File: src/rtl/mem_access.sv
// MIPS MEM stage: loads/stores over a variable-latency req/ack data bus, stalls the pipe while a transfer is open.
// Optional macro MEM_ALIGN_CHECK_EN rejects misaligned half/word accesses without touching the bus.
module mem_access #(
    parameter int TIMEOUT_CYCLES = 16,
    parameter int CNT_W          = 8
) (
    input  logic        clk,
    input  logic        rst,
    input  logic [4:0]  mem_wd,
    input  logic        mem_wreg,
    input  logic [31:0] mem_wdata,
    input  logic [7:0]  mem_aluop,
    input  logic [31:0] mem_mem_addr,
    input  logic [31:0] mem_reg2,
    output logic [4:0]  wb_wd,
    output logic        wb_wreg,
    output logic [31:0] wb_wdata,
    output logic        stallreq,
    output logic        bus_err,
    output logic        dbus_req,
    output logic        dbus_we,
    output logic [31:0] dbus_addr,
    output logic [3:0]  dbus_sel,
    output logic [31:0] dbus_wdata,
    input  logic        dbus_ack,
    input  logic [31:0] dbus_rdata
);

    localparam logic [7:0] OP_LB  = 8'hE0;
    localparam logic [7:0] OP_LH  = 8'hE1;
    localparam logic [7:0] OP_LW  = 8'hE3;
    localparam logic [7:0] OP_LBU = 8'hE4;
    localparam logic [7:0] OP_LHU = 8'hE5;
    localparam logic [7:0] OP_SB  = 8'hE8;
    localparam logic [7:0] OP_SH  = 8'hE9;
    localparam logic [7:0] OP_SW  = 8'hEB;

    localparam logic [CNT_W-1:0] CNT_LAST = CNT_W'(TIMEOUT_CYCLES - 1);

    typedef enum logic [1:0] {IDLE, BUSY, DONE} state_t;

    state_t            state;
    logic [CNT_W-1:0]  cnt;
    logic [31:0]       rdata_q;
    logic              abort_q;

    logic        is_load, is_store, is_byte, is_half, is_word, is_signed;
    logic        is_mem, misalign, start;
    logic [1:0]  a;
    logic [3:0]  sel;
    logic [31:0] st_data;
    logic [31:0] ld_data;
    logic        req;

    assign a = mem_mem_addr[1:0];

    always_comb begin
        is_load   = 1'b0;
        is_store  = 1'b0;
        is_byte   = 1'b0;
        is_half   = 1'b0;
        is_word   = 1'b0;
        is_signed = 1'b0;
        case (mem_aluop)
            OP_LB:   begin is_load = 1'b1;  is_byte = 1'b1; is_signed = 1'b1; end
            OP_LH:   begin is_load = 1'b1;  is_half = 1'b1; is_signed = 1'b1; end
            OP_LW:   begin is_load = 1'b1;  is_word = 1'b1; end
            OP_LBU:  begin is_load = 1'b1;  is_byte = 1'b1; end
            OP_LHU:  begin is_load = 1'b1;  is_half = 1'b1; end
            OP_SB:   begin is_store = 1'b1; is_byte = 1'b1; end
            OP_SH:   begin is_store = 1'b1; is_half = 1'b1; end
            OP_SW:   begin is_store = 1'b1; is_word = 1'b1; end
            default: ;
        endcase
    end

    assign is_mem = is_load | is_store;

`ifdef MEM_ALIGN_CHECK_EN
    assign misalign = is_mem & ((is_half & a[0]) | (is_word & (a != 2'b00)));
`else
    assign misalign = 1'b0;
`endif

    assign start = (state == IDLE) && is_mem && !misalign;

    // Big-endian lanes: address 0 is the most significant byte.
    always_comb begin
        sel     = 4'b1111;
        st_data = mem_reg2;
        if (is_byte) begin
            sel     = 4'b1000 >> a;
            st_data = {4{mem_reg2[7:0]}};
        end else if (is_half) begin
            sel     = a[1] ? 4'b0011 : 4'b1100;
            st_data = {2{mem_reg2[15:0]}};
        end
    end

    always_comb begin
        logic [7:0]  b;
        logic [15:0] h;
        case (a)
            2'd0:    b = rdata_q[31:24];
            2'd1:    b = rdata_q[23:16];
            2'd2:    b = rdata_q[15:8];
            default: b = rdata_q[7:0];
        endcase
        h = a[1] ? rdata_q[15:0] : rdata_q[31:16];
        if (is_byte)
            ld_data = {{24{is_signed & b[7]}}, b};
        else if (is_half)
            ld_data = {{16{is_signed & h[15]}}, h};
        else
            ld_data = rdata_q;
    end

    // The EX/MEM latch is frozen by stallreq, so mem_* still describe the op through DONE.
    always_ff @(posedge clk or negedge rst) begin
        if (!rst) begin
            state   <= IDLE;
            cnt     <= '0;
            rdata_q <= '0;
            abort_q <= 1'b0;
        end else begin
            case (state)
                IDLE: begin
                    if (start) begin
                        state   <= BUSY;
                        cnt     <= '0;
                        abort_q <= 1'b0;
                    end
                end
                BUSY: begin
                    if (dbus_ack) begin
                        rdata_q <= dbus_rdata;
                        state   <= DONE;
                    end else if (cnt == CNT_LAST) begin
                        abort_q <= 1'b1;
                        state   <= DONE;
                    end else begin
                        cnt <= cnt + 1'b1;
                    end
                end
                DONE:    state <= IDLE;
                default: state <= IDLE;
            endcase
        end
    end

    always_comb begin
        wb_wd      = '0;
        wb_wreg    = 1'b0;
        wb_wdata   = '0;
        stallreq   = 1'b0;
        bus_err    = 1'b0;
        req        = 1'b0;
        dbus_we    = 1'b0;
        dbus_addr  = '0;
        dbus_sel   = '0;
        dbus_wdata = '0;
        // Reset gates every output so an abandoned transfer drops without a clock edge.
        if (rst) begin
            wb_wd    = mem_wd;
            wb_wdata = mem_wdata;
            case (state)
                IDLE: begin
                    if (misalign) begin
                        bus_err = 1'b1;
                    end else if (is_mem) begin
                        req      = 1'b1;
                        stallreq = 1'b1;
                    end else begin
                        wb_wreg = mem_wreg;
                    end
                end
                BUSY: begin
                    req      = 1'b1;
                    stallreq = 1'b1;
                end
                DONE: begin
                    if (abort_q) begin
                        bus_err = 1'b1;
                    end else if (is_load) begin
                        wb_wreg  = mem_wreg;
                        wb_wdata = ld_data;
                    end
                end
                default: ;
            endcase
            if (req) begin
                dbus_we    = is_store;
                dbus_addr  = {mem_mem_addr[31:2], 2'b00};
                dbus_sel   = sel;
                dbus_wdata = is_store ? st_data : 32'h0;
            end
        end
        dbus_req = req;
    end

endmodule

File: config.mk
export PLATFORM = sky130hd
export DESIGN_NAME = mem_access
export DESIGN_NICKNAME = d
export VERILOG_FILES = /design/src/rtl/mem_access.sv
export SDC_FILE = /design/constraint.sdc
export NUM_CORES = 1
export LEC_CHECK = 0
export CORE_MARGIN = 2
export CORE_UTILIZATION = 40
export CTS_CLUSTER_DIAMETER = 200
export DETAILED_ROUTE_END_ITERATION = 8
export PLACE_DENSITY_LB_ADDON = 0.2
export SYNTH_ARGS = -nofsm -noshare
export SYNTH_HDL_FRONTEND = slang
export SYNTH_SLANG_ARGS = --single-unit
File: constraint.sdc
create_clock -name clk -period 5.05 [get_ports clk]
set_input_delay 0.505 -clock clk [delete_from_list [all_inputs] [get_ports clk]]
set_output_delay 0.505 -clock clk [all_outputs]
set_load 0.02 [all_outputs]
; ---- Word level (Yosys, flattened, before mapping)
; Index checks and enable logic that the tools add are counted.
[op_classes]
addsub = 1
eq_ne = 18
shifts = 1
muxes = 53
bitwise = 3
reduce_logical = 13
[op_table]
columns = cell, n
row1 = $mux 32, 13
row2 = $eq 8x8->1 const B, 8
row3 = $mux 8, 3
row4 = $pmux 8 s3, 1
row5 = $mux 1, 21
row6 = $mux 4, 5
row7 = $mux 16, 1
row8 = $pmux 8 s2, 1
row9 = $reduce_or 3->1, 3
row10 = $add 8x1->8 const B, 1
row11 = $eq 8x4->1 const B, 1
row12 = $ne 2x2->1 const B, 4
row13 = $reduce_and 4->1, 2
row14 = $mux 2, 3
row15 = $pmux 1 s2, 3
row16 = $mux 5, 1
row17 = $reduce_or 5->1, 1
row18 = $eq 2x1->1 const B, 2
row19 = $eq 2x2->1 const B, 2
row20 = $logic_not 2->1, 2
row21 = $pmux 2 s2, 1
row22 = $reduce_and 2->1, 2
row23 = $shr 4x2->4 const A, 1
row24 = $ne 3x3->1 const B, 1
row25 = other kinds (5), 6
[word_totals]
reg_bits = 43
input_bits = 145
output_inout_bits = 110
word_cells = 93

; ---- Longest topological paths before layout
; Gate-level depths: netlist (run 1).
[depth]
ltp_word = 10
mapped_depth = 8
ltp_nobuf = 6

; ---- Worst setup path before layout (run 1)
; No wires, ideal clock.
[synth_path]
path_type = in2out
startpoint = input port mem_aluop[3]
endpoint = output port wb_wdata[8]
t_arrival_ns = 1.981
required_ns = 4.545
setup_slack_ns = 2.564
path_stages = 5
path_buffers = 1
path_cell_list = buf_2 -> or4_1 -> nand3_1 -> o21ai_0 -> o31ai_1
[synth_via]
elab_chain_len = 9
word_cells_on_any_way = 22
cone_classes = eq/ne (7) / mux (10) / bitwise (1) / reduce/logical (4)
[synth_lines]
columns = element, line
row1 = "start, declared", 12  ; input logic [7:0] mem_aluop,
row2 = $eq 8x8->1, 64  ; case (mem_aluop)
row3 = $reduce_or 3->1 (no line) / $reduce_or 2->1 (equally long branches), n/a
row4 = $mux 1, 64
row5 = $mux 32 / $and 1x1->1 (equally long branches), "112, 111"
row6 = $mux 32, 110  ; if (is_byte)
row7 = $mux 32 (*), 184  ; end else if (is_load) begin
row8 = $mux 32 (*), 182  ; if (abort_q) begin
row9 = $mux 32 (*), 166  ; case (state)
row10 = $mux 32 (*), 163  ; if (rst) begin
row11 = "end, declared", 17  ; output logic [31:0] wb_wdata,
; Mark *: on every way between the ends. The rest lies on a longest branch, timed or not.

; ---- Worst setup path after layout (run 1)
[layout_path]
startpoint = input port mem_aluop[2]
endpoint = output port wb_wdata[0]
[layout_via]
elab_chain_len = 9
word_cells_on_any_way = 19
cone_classes = eq/ne (7) / mux (9) / reduce/logical (3)
[layout_lines]
columns = element, line
row1 = $eq 8x8->1, 64
row2 = $reduce_or 3->1 (no line), n/a
row3 = $mux 1, 64
row4 = $mux 32, 112  ; else if (is_half)
row5 = $mux 32, 110
row6 = $mux 32 (*), 184
row7 = $mux 32 (*), 182
row8 = $mux 32 (*), 166
row9 = $mux 32 (*), 163
; Marked as above.

==> results of run 1 <==
[path summary, 6_finish.rpt]
check                              endpoint  slack (ps)    startpoint
worst max-delay path            wb_wdata[0]        1070  mem_aluop[2]
worst min-delay path                abort_q          90           rst
worst max register to register       cnt[3]        3110        cnt[0]
worst min register to register       cnt[1]         550        cnt[1]
max in group asynchronous       rdata_q[21]        3990           rst
min in group clk                     cnt[1]         550        cnt[1]
[power breakdown]
| group | leakage (uW) | internal, uW | total [uW] | switching (uW) |
|---|---|---|---|---|
| clock | 0.0000474 | 112 | 241 | 129 |
| combinational | 0.00198 | 306 | 501 | 196 |
| sequential | 0.000546 | 439 | 558 | 119 |
| total | 0.00257 | 856 | 1300 | 444 |
[final cells by class]
class	count	area, um^2	area share
clock buffers	6	82.6	0.0124
clock inverters	2	16.3	0.00245
inverters	5	18.8	0.00283
multi-input cells	387	2670	0.402
flip-flops and latches	43	1080	0.162
well taps	133	166	0.0251
repair buffers	264	2610	0.393
[layer usage]
metal,share of wire,global-route usage,wire length [um],up-vias
li1,-,-,-,2189
met1,0.37,0.358,6220,2310
met2,0.52,0.540,8570,266
met3,0.080,0.0579,1330,40
met4,0.030,0.0869,491,0
met5,0,0,0,-
[through the flow]
stage | power [uW] | util | setup slack (ps) | cell area, um^2
after floorplan | 807 | - | 2560 | 3990
after global placement | 1030 | 0.672 | 1270 | 6540
after detailed placement | 1060 | 0.672 | 1210 | 6540
after CTS | 1300 | 0.682 | 1130 | 6630
after global routing | 1370 | 0.682 | 919 | 6630
final | 1300 | 0.682 | 1070 | 6630
[worst reg2reg max path, cell delays in order, from the launching register on]
cell      delay (ps)
dfrtp_1          430
ha_1             260
and4b_1          240
a21oi_2          360
a21boi_0         160
a31o_2           230
a22o_1           170
[Yosys cell counts, types with 2 or more instances]
cell type  number  area share
a22oi_1         7       0.013
nor2_1         22       0.021
o211ai_1       11       0.021
nand3b_1        2      0.0038
and3_1          4      0.0063
inv_1           3      0.0028
and4b_1         2      0.0050
nand2b_1       11       0.017
and2_1         43       0.068
dfrtp_1        43        0.27
clkbuf_2        2      0.0025
nand2_1        56       0.053
clkbuf_1       19       0.018
a211oi_1        9       0.017
o22ai_1         5      0.0079
mux2_2         34       0.096
a22o_1          3      0.0066
a21oi_2         2      0.0044
inv_2           2      0.0019
buf_2          18       0.023
o32ai_1         6       0.013
nand3_1        23       0.029
a31oi_1         8       0.013
o21bai_1        2      0.0038
mux4_2          8       0.045
a21oi_1        28       0.035
o21ai_0        41       0.052
a21boi_1       10       0.019
xor2_1          2      0.0044
a21boi_0        2      0.0038
nand4_1         2      0.0031
o31ai_1         8       0.015
or4_1           2      0.0038
buf_4           8       0.015
mux2i_1        11       0.028
nor2b_1         2      0.0031
[cells by family after synthesis]
kind of cell | synth area share
simple gates | 0.234
flops | 0.270
other cells | 0.000941
xor+xnor | 0.00660
mux | 0.169
fa+ha+maj | 0.00314
buf+inv | 0.0628
compound gates | 0.253
[layout by cell type, fill, tap and decap left out, types with 8 or more instances in the layout]
cell type          n
clkdlybuf4s50_1  250
nand2_1           56
and2_1            43
dfrtp_1           43
o21ai_0           41
mux2_2            34
a21oi_1           28
nand3_1           23
nor2_1            22
buf_4             13
o211ai_1          11
mux2i_1           11
nand2b_1          11
a21boi_1          10
a211oi_1           9
mux4_2             8
o31ai_1            8
a31oi_1            8
[flip-flops by register name, summed over array words and instances, names as in the netlist]
| register | cells |
|---|---|
| rdata_q | 32 |
| cnt | 8 |
| state | 2 |
| abort_q | 1 |
==> flow_summary.yaml, run 1 <==
placed_design:
  place.gp.congestion: 0.977
  dp.cells: 832
  port_buffers: 252
  dp_hpwl_mm: 13.0
detailed_routing:
  wl_mm: 16.6
  antenna_left: 0
  wl_per_cell_um: 19.8
  first_iter_violations: 369
  dr_total_vias: 4805
  viasPerCell: 5.72
  drt_first_pass_iters: 5
  drc_errors: 0
grt:
  first_global_vias: 4634
  grt_use_total: 0.298
  grt.overflow.total: 0
  antenna_found_initial: 0
  grt_max_degree: 63
  grt_pass1_wl_mm: 25.8
sta:
  period_needed_ps: 3980
  fmax_mhz: 251
  worstMarginPinSlew_ps: 661
  fin_crit_sh: 0.788
  fin_setup_tns_ps: 0
  holdWs_ps: 85.4
  rsz0062_at_grt: "false"
  drv_slew: 0
  skew_ps: 11.5
  hold_viol_final: 0
  finalSetupViolCount: 0
  max_slew_margin: 0.560
floorplan:
  die_w_um: 104
  die_area_um2: 10800
  io_pins: 255
  initial_core_util: 0.409
  coreArea_um2: 9730
  placementRows: 36
  die_h_um: 104
synthesis:
  synth_cell_type_count: 56
  syn_area_per_cell_um2: 8.28
  ys_ff_latch: 43
  ys_seq_area_frac: 0.270
  synthArstFlopShare: 1.00
  synth_area_um2: 3980
  synth_warnings: 0
  netlist_instances: 481
  synth-edff-count: 0
  synth-main-ff-cell: "dfrtp_1"
worst_setup_path:
  crit_slowest_cell: "clkdlybuf4s50_1"
  cpPeakStageDelay_ps: 660
  path_cells: "clkdlybuf4s50_1 -> nand2b_4 -> a21oi_2 -> and3_1 -> buf_4 -> o21ai_0 -> a31oi_1 -> clkdlybuf4s50_1"
  path_buf_inv: 3
  crit_path_frequent_cell: "clkdlybuf4s50_1"
  cp-start-kind: "input pin"
  path_depth: 8
  cpLargestDelayFamily: "buffers and inverters"
  critical_path_class: "input pin to primary output"
  rr_worst_depth: 6
  cp.required_ps: 4550
  worstPathMaxFanout: 15
  arrival_ps: 3480
  critPathCaptureType: "primary output"
clock_network:
  cts_buffers: 5
  cts.htree.levels: 2
  ctsResizeCount: 0
  cts_sinks: 43
  insertion_delay_ps: 300
  cts_root_buf: "clkbuf_8"
  cts_setup_buffers: 0
  cts_tree: "done"
  clk_path_buf_depth: 2
  cts_hold_buf: 0
  path_clk_slew_ps: 90
pwr:
  powerDensity_nw_per_um2: 196
  p_leak_uw: 0.00257
  peakVddDrop_uv: 163
run:
  cap_violations: 0
outcome:
  status: "finished clean"
min_path:
  hold_path_class: "input pin to async pin"
cells_and_area:
  fin_nets: 852
  drive_gt1_frac: 0.109
  num-fill-cells: 820
  area_delta_synth_final_pct: 66.5
  stdcell_count: 840
  num_antenna_cells: 0
Power figures use the tool's default switching activity.
==> run 2: changes to the inputs <==
Settings changed: CORE_UTILIZATION 40 to 34.
Clock period 5.05 ns to 3.3 ns, I/O delays scaled along.
==> flow_summary.yaml, run 2 (same netlist as run 1, synthesis figures left out) <==
worst_setup_path:
  worstSetupEndpoint: "dbus_wdata[28]"
  arrival_ps: 2950
  rr_worst_depth: 6
  cpLargestDelayFamily: "buffers and inverters"
  path_cells: "clkdlybuf4s50_1 -> buf_4 -> a211oi_4 -> buf_12 -> nor2_1 -> a211oi_1 -> clkdlybuf4s50_1"
  cpPeakStageDelay_ps: 700
  path_depth: 7
  crit_slowest_cell: "clkdlybuf4s50_1"
  worst_r2r_endpoint: "cnt[3]"
  path_buf_inv: 4
  r2r_setup_slack_ps: 1340
  critPathCaptureType: "primary output"
  crit_start: "mem_aluop[2]"
  cp.required_ps: 2970
  crit_path_frequent_cell: "clkdlybuf4s50_1"
  worstPathMaxFanout: 27
  critical_path_class: "input pin to primary output"
  cp-start-kind: "input pin"
  r2r_start: "cnt[0]"
grt:
  first_global_vias: 4783
  grt_use_total: 0.247
  grt.overflow.total: 0
  grt_pass1_wl_mm: 25.2
  antenna_found_initial: 0
  grt_max_degree: 60
cells_and_area:
  reg.largest.list: "rdata_q: 32 flops, cnt: 8 flops, state: 2 flops"
  drive_gt1_frac: 0.131
  largest_reg_flops: 32
  fin_nets: 869
  num-fill-cells: 1047
  fin_area_um2: 6890
  regMostFlops: "rdata_q"
  area_delta_synth_final_pct: 73.1
  final_common_cell: "clkdlybuf4s50_1"
  layout_common_cells: "249 x clkdlybuf4s50_1, 56 x nand2_1, 43 x and2_1, 43 x dfrtp_1, 41 x o21ai_0"
  num_antenna_cells: 0
detailed_routing:
  first_iter_violations: 394
  wl_mm: 16.4
  dr_wl_met3_um: 902
  wl_met2_mm: 8.87
  highest_layer: "met4"
  wl_per_cell_um: 19.0
  drt_first_pass_iters: 5
  met1Wirelength_mm: 6.47
  antenna_left: 0
  dr_total_vias: 4744
  drc_errors: 0
  viasPerCell: 5.47
placed_design:
  port_buffers: 252
  dp_hpwl_mm: 13.1
  place.gp.congestion: 0.871
  place_area_um2: 6710
sta:
  drv_slew: 0
  rsz0062_at_grt: "false"
  fin_setup_tns_ps: 0
  fmax_mhz: 305
  worstMarginPinSlew_ps: 642
  max_slew_margin: 0.572
  finalSetupViolCount: 0
  fin_crit_sh: 0.993
  skew_ps: 7.64
  period_needed_ps: 3280
  hold_viol_final: 0
clock_network:
  cts.htree.levels: 2
  cts_sinks: 43
  clk_path_buf_depth: 2
  insertion_delay_ps: 290
  cts_buffers: 5
  cts_root_buf: "clkbuf_16"
  path_clk_slew_ps: 60
  cts_tree: "done"
  cts_hold_buf: 0
floorplan:
  placementRows: 39
  io_pins: 255
  die_h_um: 112
  die_w_um: 112
  coreArea_um2: 11400
  die_area_um2: 12600
  initial_core_util: 0.349
pwr:
  p_leak_uw: 0.00272
  powerDensity_nw_per_um2: 320
  peakVddDrop_uv: 321
min_path:
  hold_path_class: "input pin to async pin"
run:
  cap_violations: 0
outcome:
  status: "finished clean"
-- run 2: where the power goes --
part | internal, uW | leakage, uW | switching [uW]
combinational | 477 | 0.00209 | 301
clock | 376 | 0.0000868 | 206
sequential | 673 | 0.000546 | 175
-- run 2: how the worst min path moves through the flow --
| stage | startpoint | endpoint | slack (ps) | cells after the start |
|---|---|---|---|---|
| 2_1_floorplan | rst | abort_q | 30 | 0 |
| 3_3_place_gp | rst | rdata_q[17] | 490 | 2 |
| 3_5_place_dp | rst | rdata_q[16] | 500 | 2 |
| 4_1_cts | rst | rdata_q[16] | 200 | 2 |
| 5_1_grt | rst | rdata_q[25] | 230 | 2 |
| 6_report | rst | rdata_q[16] | 180 | 2 |
-- run 2: area by class of cell --
type | instances | area (um^2) | share of cell area
repair buffers | 281 | 2770 | 0.402
well taps | 143 | 179 | 0.0260
multi-input cells | 387 | 2670 | 0.388
flip-flops and latches | 43 | 1080 | 0.156
clock buffers | 6 | 139 | 0.0201
clock inverters | 2 | 35.0 | 0.00508
inverters | 5 | 18.8 | 0.00272
-- run 2: what timing repair did --
action                     CTS  global route
setup buffers                0             0
resized for setup            0             2
setup endpoints to repair    0             3
-- run 2: routing by layer --
metal / vias up / global-route usage
met4: 0 / 0.0569
met1: 2287 / 0.288
met5: - / 0
met3: 15 / 0.0340
li1: 2235 / -
met2: 207 / 0.477
-- run 2: metrics by stage --
step	std cells	hold slack, ps	total power [uW]	util	setup slack, ps
floorplan	482	34.4	1230	-	1160
global placement	859	492	1590	0.588	54.9
detailed placement	859	503	1630	0.588	47.5
CTS	867	197	2210	0.603	45.9
global route	867	232	2310	0.604	5.57
finish	867	183	2210	0.604	24.4
==> run 3: changes to the inputs <==
Settings changed: GPL_ROUTABILITY_DRIVEN from default to 0.
==> flow_summary.yaml, run 3 (same netlist as run 1, synthesis figures left out) <==
grt:
  grt_pass1_wl_mm: 24.9
  antenna_found_initial: 0
  first_global_vias: 4700
  grt_max_degree: 42
  grt.overflow.total: 0
  grt_use_total: 0.244
worst_setup_path:
  cpLargestDelayFamily: "buffers and inverters"
  cpPeakStageDelay_ps: 690
  cp.required_ps: 2970
  critical_path_class: "input pin to primary output"
  worstPathMaxFanout: 27
  path_buf_inv: 4
  critPathCaptureType: "primary output"
  cp-start-kind: "input pin"
  crit_slowest_cell: "clkdlybuf4s50_1"
  crit_path_frequent_cell: "clkdlybuf4s50_1"
  path_cells: "clkdlybuf4s50_1 -> buf_4 -> a211oi_4 -> buf_6 -> nor2_1 -> a211oi_1 -> clkdlybuf4s50_1"
  arrival_ps: 2890
cells_and_area:
  fin_area_um2: 6900
  final_common_cell: "clkdlybuf4s50_1"
  regMostFlops: "rdata_q"
  layout_common_cells: "246 x clkdlybuf4s50_1, 56 x nand2_1, 43 x and2_1, 43 x dfrtp_1, 41 x o21ai_0"
  area_delta_synth_final_pct: 73.1
  reg.largest.list: "rdata_q: 32 flops, cnt: 8 flops, state: 2 flops"
  largest_reg_flops: 32
  num-fill-cells: 979
  utilization: 0.604
  drive_gt1_frac: 0.135
  fin_nets: 872
  num_antenna_cells: 0
sta:
  rsz0062_at_grt: "false"
  fin_setup_tns_ps: 0
  worstMarginPinSlew_ps: 680
  hold_viol_final: 0
  finalSetupViolCount: 0
  drv_slew: 0
  holdWs_ps: 466
  fin_crit_sh: 0.976
  period_needed_ps: 3220
  max_slew_margin: 0.545
  fmax_mhz: 311
  skew_ps: 5.11
placed_design:
  place_area_um2: 6710
  port_buffers: 252
  dp_hpwl_mm: 12.8
clock_network:
  cts_buffers: 5
  cts_root_buf: "clkbuf_16"
  cts.htree.levels: 2
  cts_sinks: 43
  cts_tree: "done"
  insertion_delay_ps: 280
  path_clk_slew_ps: 60
  clk_path_buf_depth: 2
detailed_routing:
  drt_first_pass_iters: 5
  antenna_left: 0
  viasPerCell: 5.52
  first_iter_violations: 363
  wl_met2_mm: 8.60
  met1Wirelength_mm: 5.83
  wl_mm: 16.1
  highest_layer: "met4"
  dr_wl_met3_mm: 1.24
  drc_errors: 0
  dr_total_vias: 4803
  wl_per_cell_um: 18.5
pwr:
  peakVddDrop_uv: 279
  p_leak_uw: 0.00276
  power.total_uw: 2100
  powerDensity_nw_per_um2: 305
floorplan:
  die_h_um: 112
  placementRows: 39
  io_pins: 255
  die_w_um: 112
  coreArea_um2: 11400
  initial_core_util: 0.349
  die_area_um2: 12600
outcome:
  status: "finished clean"
min_path:
  hold_path_class: "input pin to async pin"
run:
  cap_violations: 0
==> run 3: cell types whose count changed in the layout (fill, tap and decap cells not counted), sizes merged <==
cell           change
buf                +2
clkinvlp           +1
dlymetal6s2s       +3
clkdlybuf4s50      -3
dlygate4sd3        +1
bufinv             -1
==> run 3: report_power, final <==
part	leakage (uW)	internal [uW]	switching (uW)
clock network	0.0000669	279	198
logic	0.00214	477	295
registers	0.000546	673	180
total	0.00276	1430	673
==> run 3: final cells by class <==
cell class / instances / area, um^2 / area share
clock buffers: 6 / 129 / 0.0187
clock inverters: 2 / 12.5 / 0.00181
inverters: 5 / 18.8 / 0.00272
multi-input cells: 387 / 2680 / 0.389
flip-flops and latches: 43 / 1080 / 0.156
well taps: 143 / 179 / 0.0259
repair buffers: 284 / 2800 / 0.406
==> run 3: final timing paths <==
path                         startpoint              to  slack (ps)  cells after the start
min in group clk                 cnt[4]          cnt[4]         540                      1
max in group asynchronous           rst     rdata_q[13]        2120                      3
setup / recovery           mem_aluop[2]  dbus_wdata[29]          80                      7
hold reg to reg                  cnt[4]          cnt[4]         540                      1
hold / removal                      rst          cnt[1]         470                      2
setup reg to reg                 cnt[0]          cnt[3]        1300                      6
==> run 3: stage by stage <==
| stage | setup WS, ps | std cells |
|---|---|---|
| CTS | 20.5 | 869 |
| floorplan | 1160 | 482 |
| detailed placement | -17.7 | 860 |
| global route | 7.16 | 870 |
| global placement | 40.3 | 860 |
| finish | 80.0 | 870 |
==> run 3: timing repair <==
action / CTS / global route
buffers inserted: 0 / 1
gates resized for setup: 1 / 7
pin swaps: 0 / 1
endpoints found under the hold margin: 13 / 0
hold buffers: 1 / 0
setup endpoints to repair: 1 / 12
==> run 3: layer usage <==
layer  GRT usage  vias to the layer above
li1            -                     2231
met3      0.0437                       34
met5           0                        -
met4      0.0740                        0
met1       0.279                     2289
met2       0.460                      249
==> run 3: worst register-to-register path, cell delays in order (launching register included) <==
cell and delay, ps:
dfrtp_1 420, ha_1 260, and4b_1 240, a21oi_2 360, a21boi_0 190, a31o_2 250, a22o_1 170
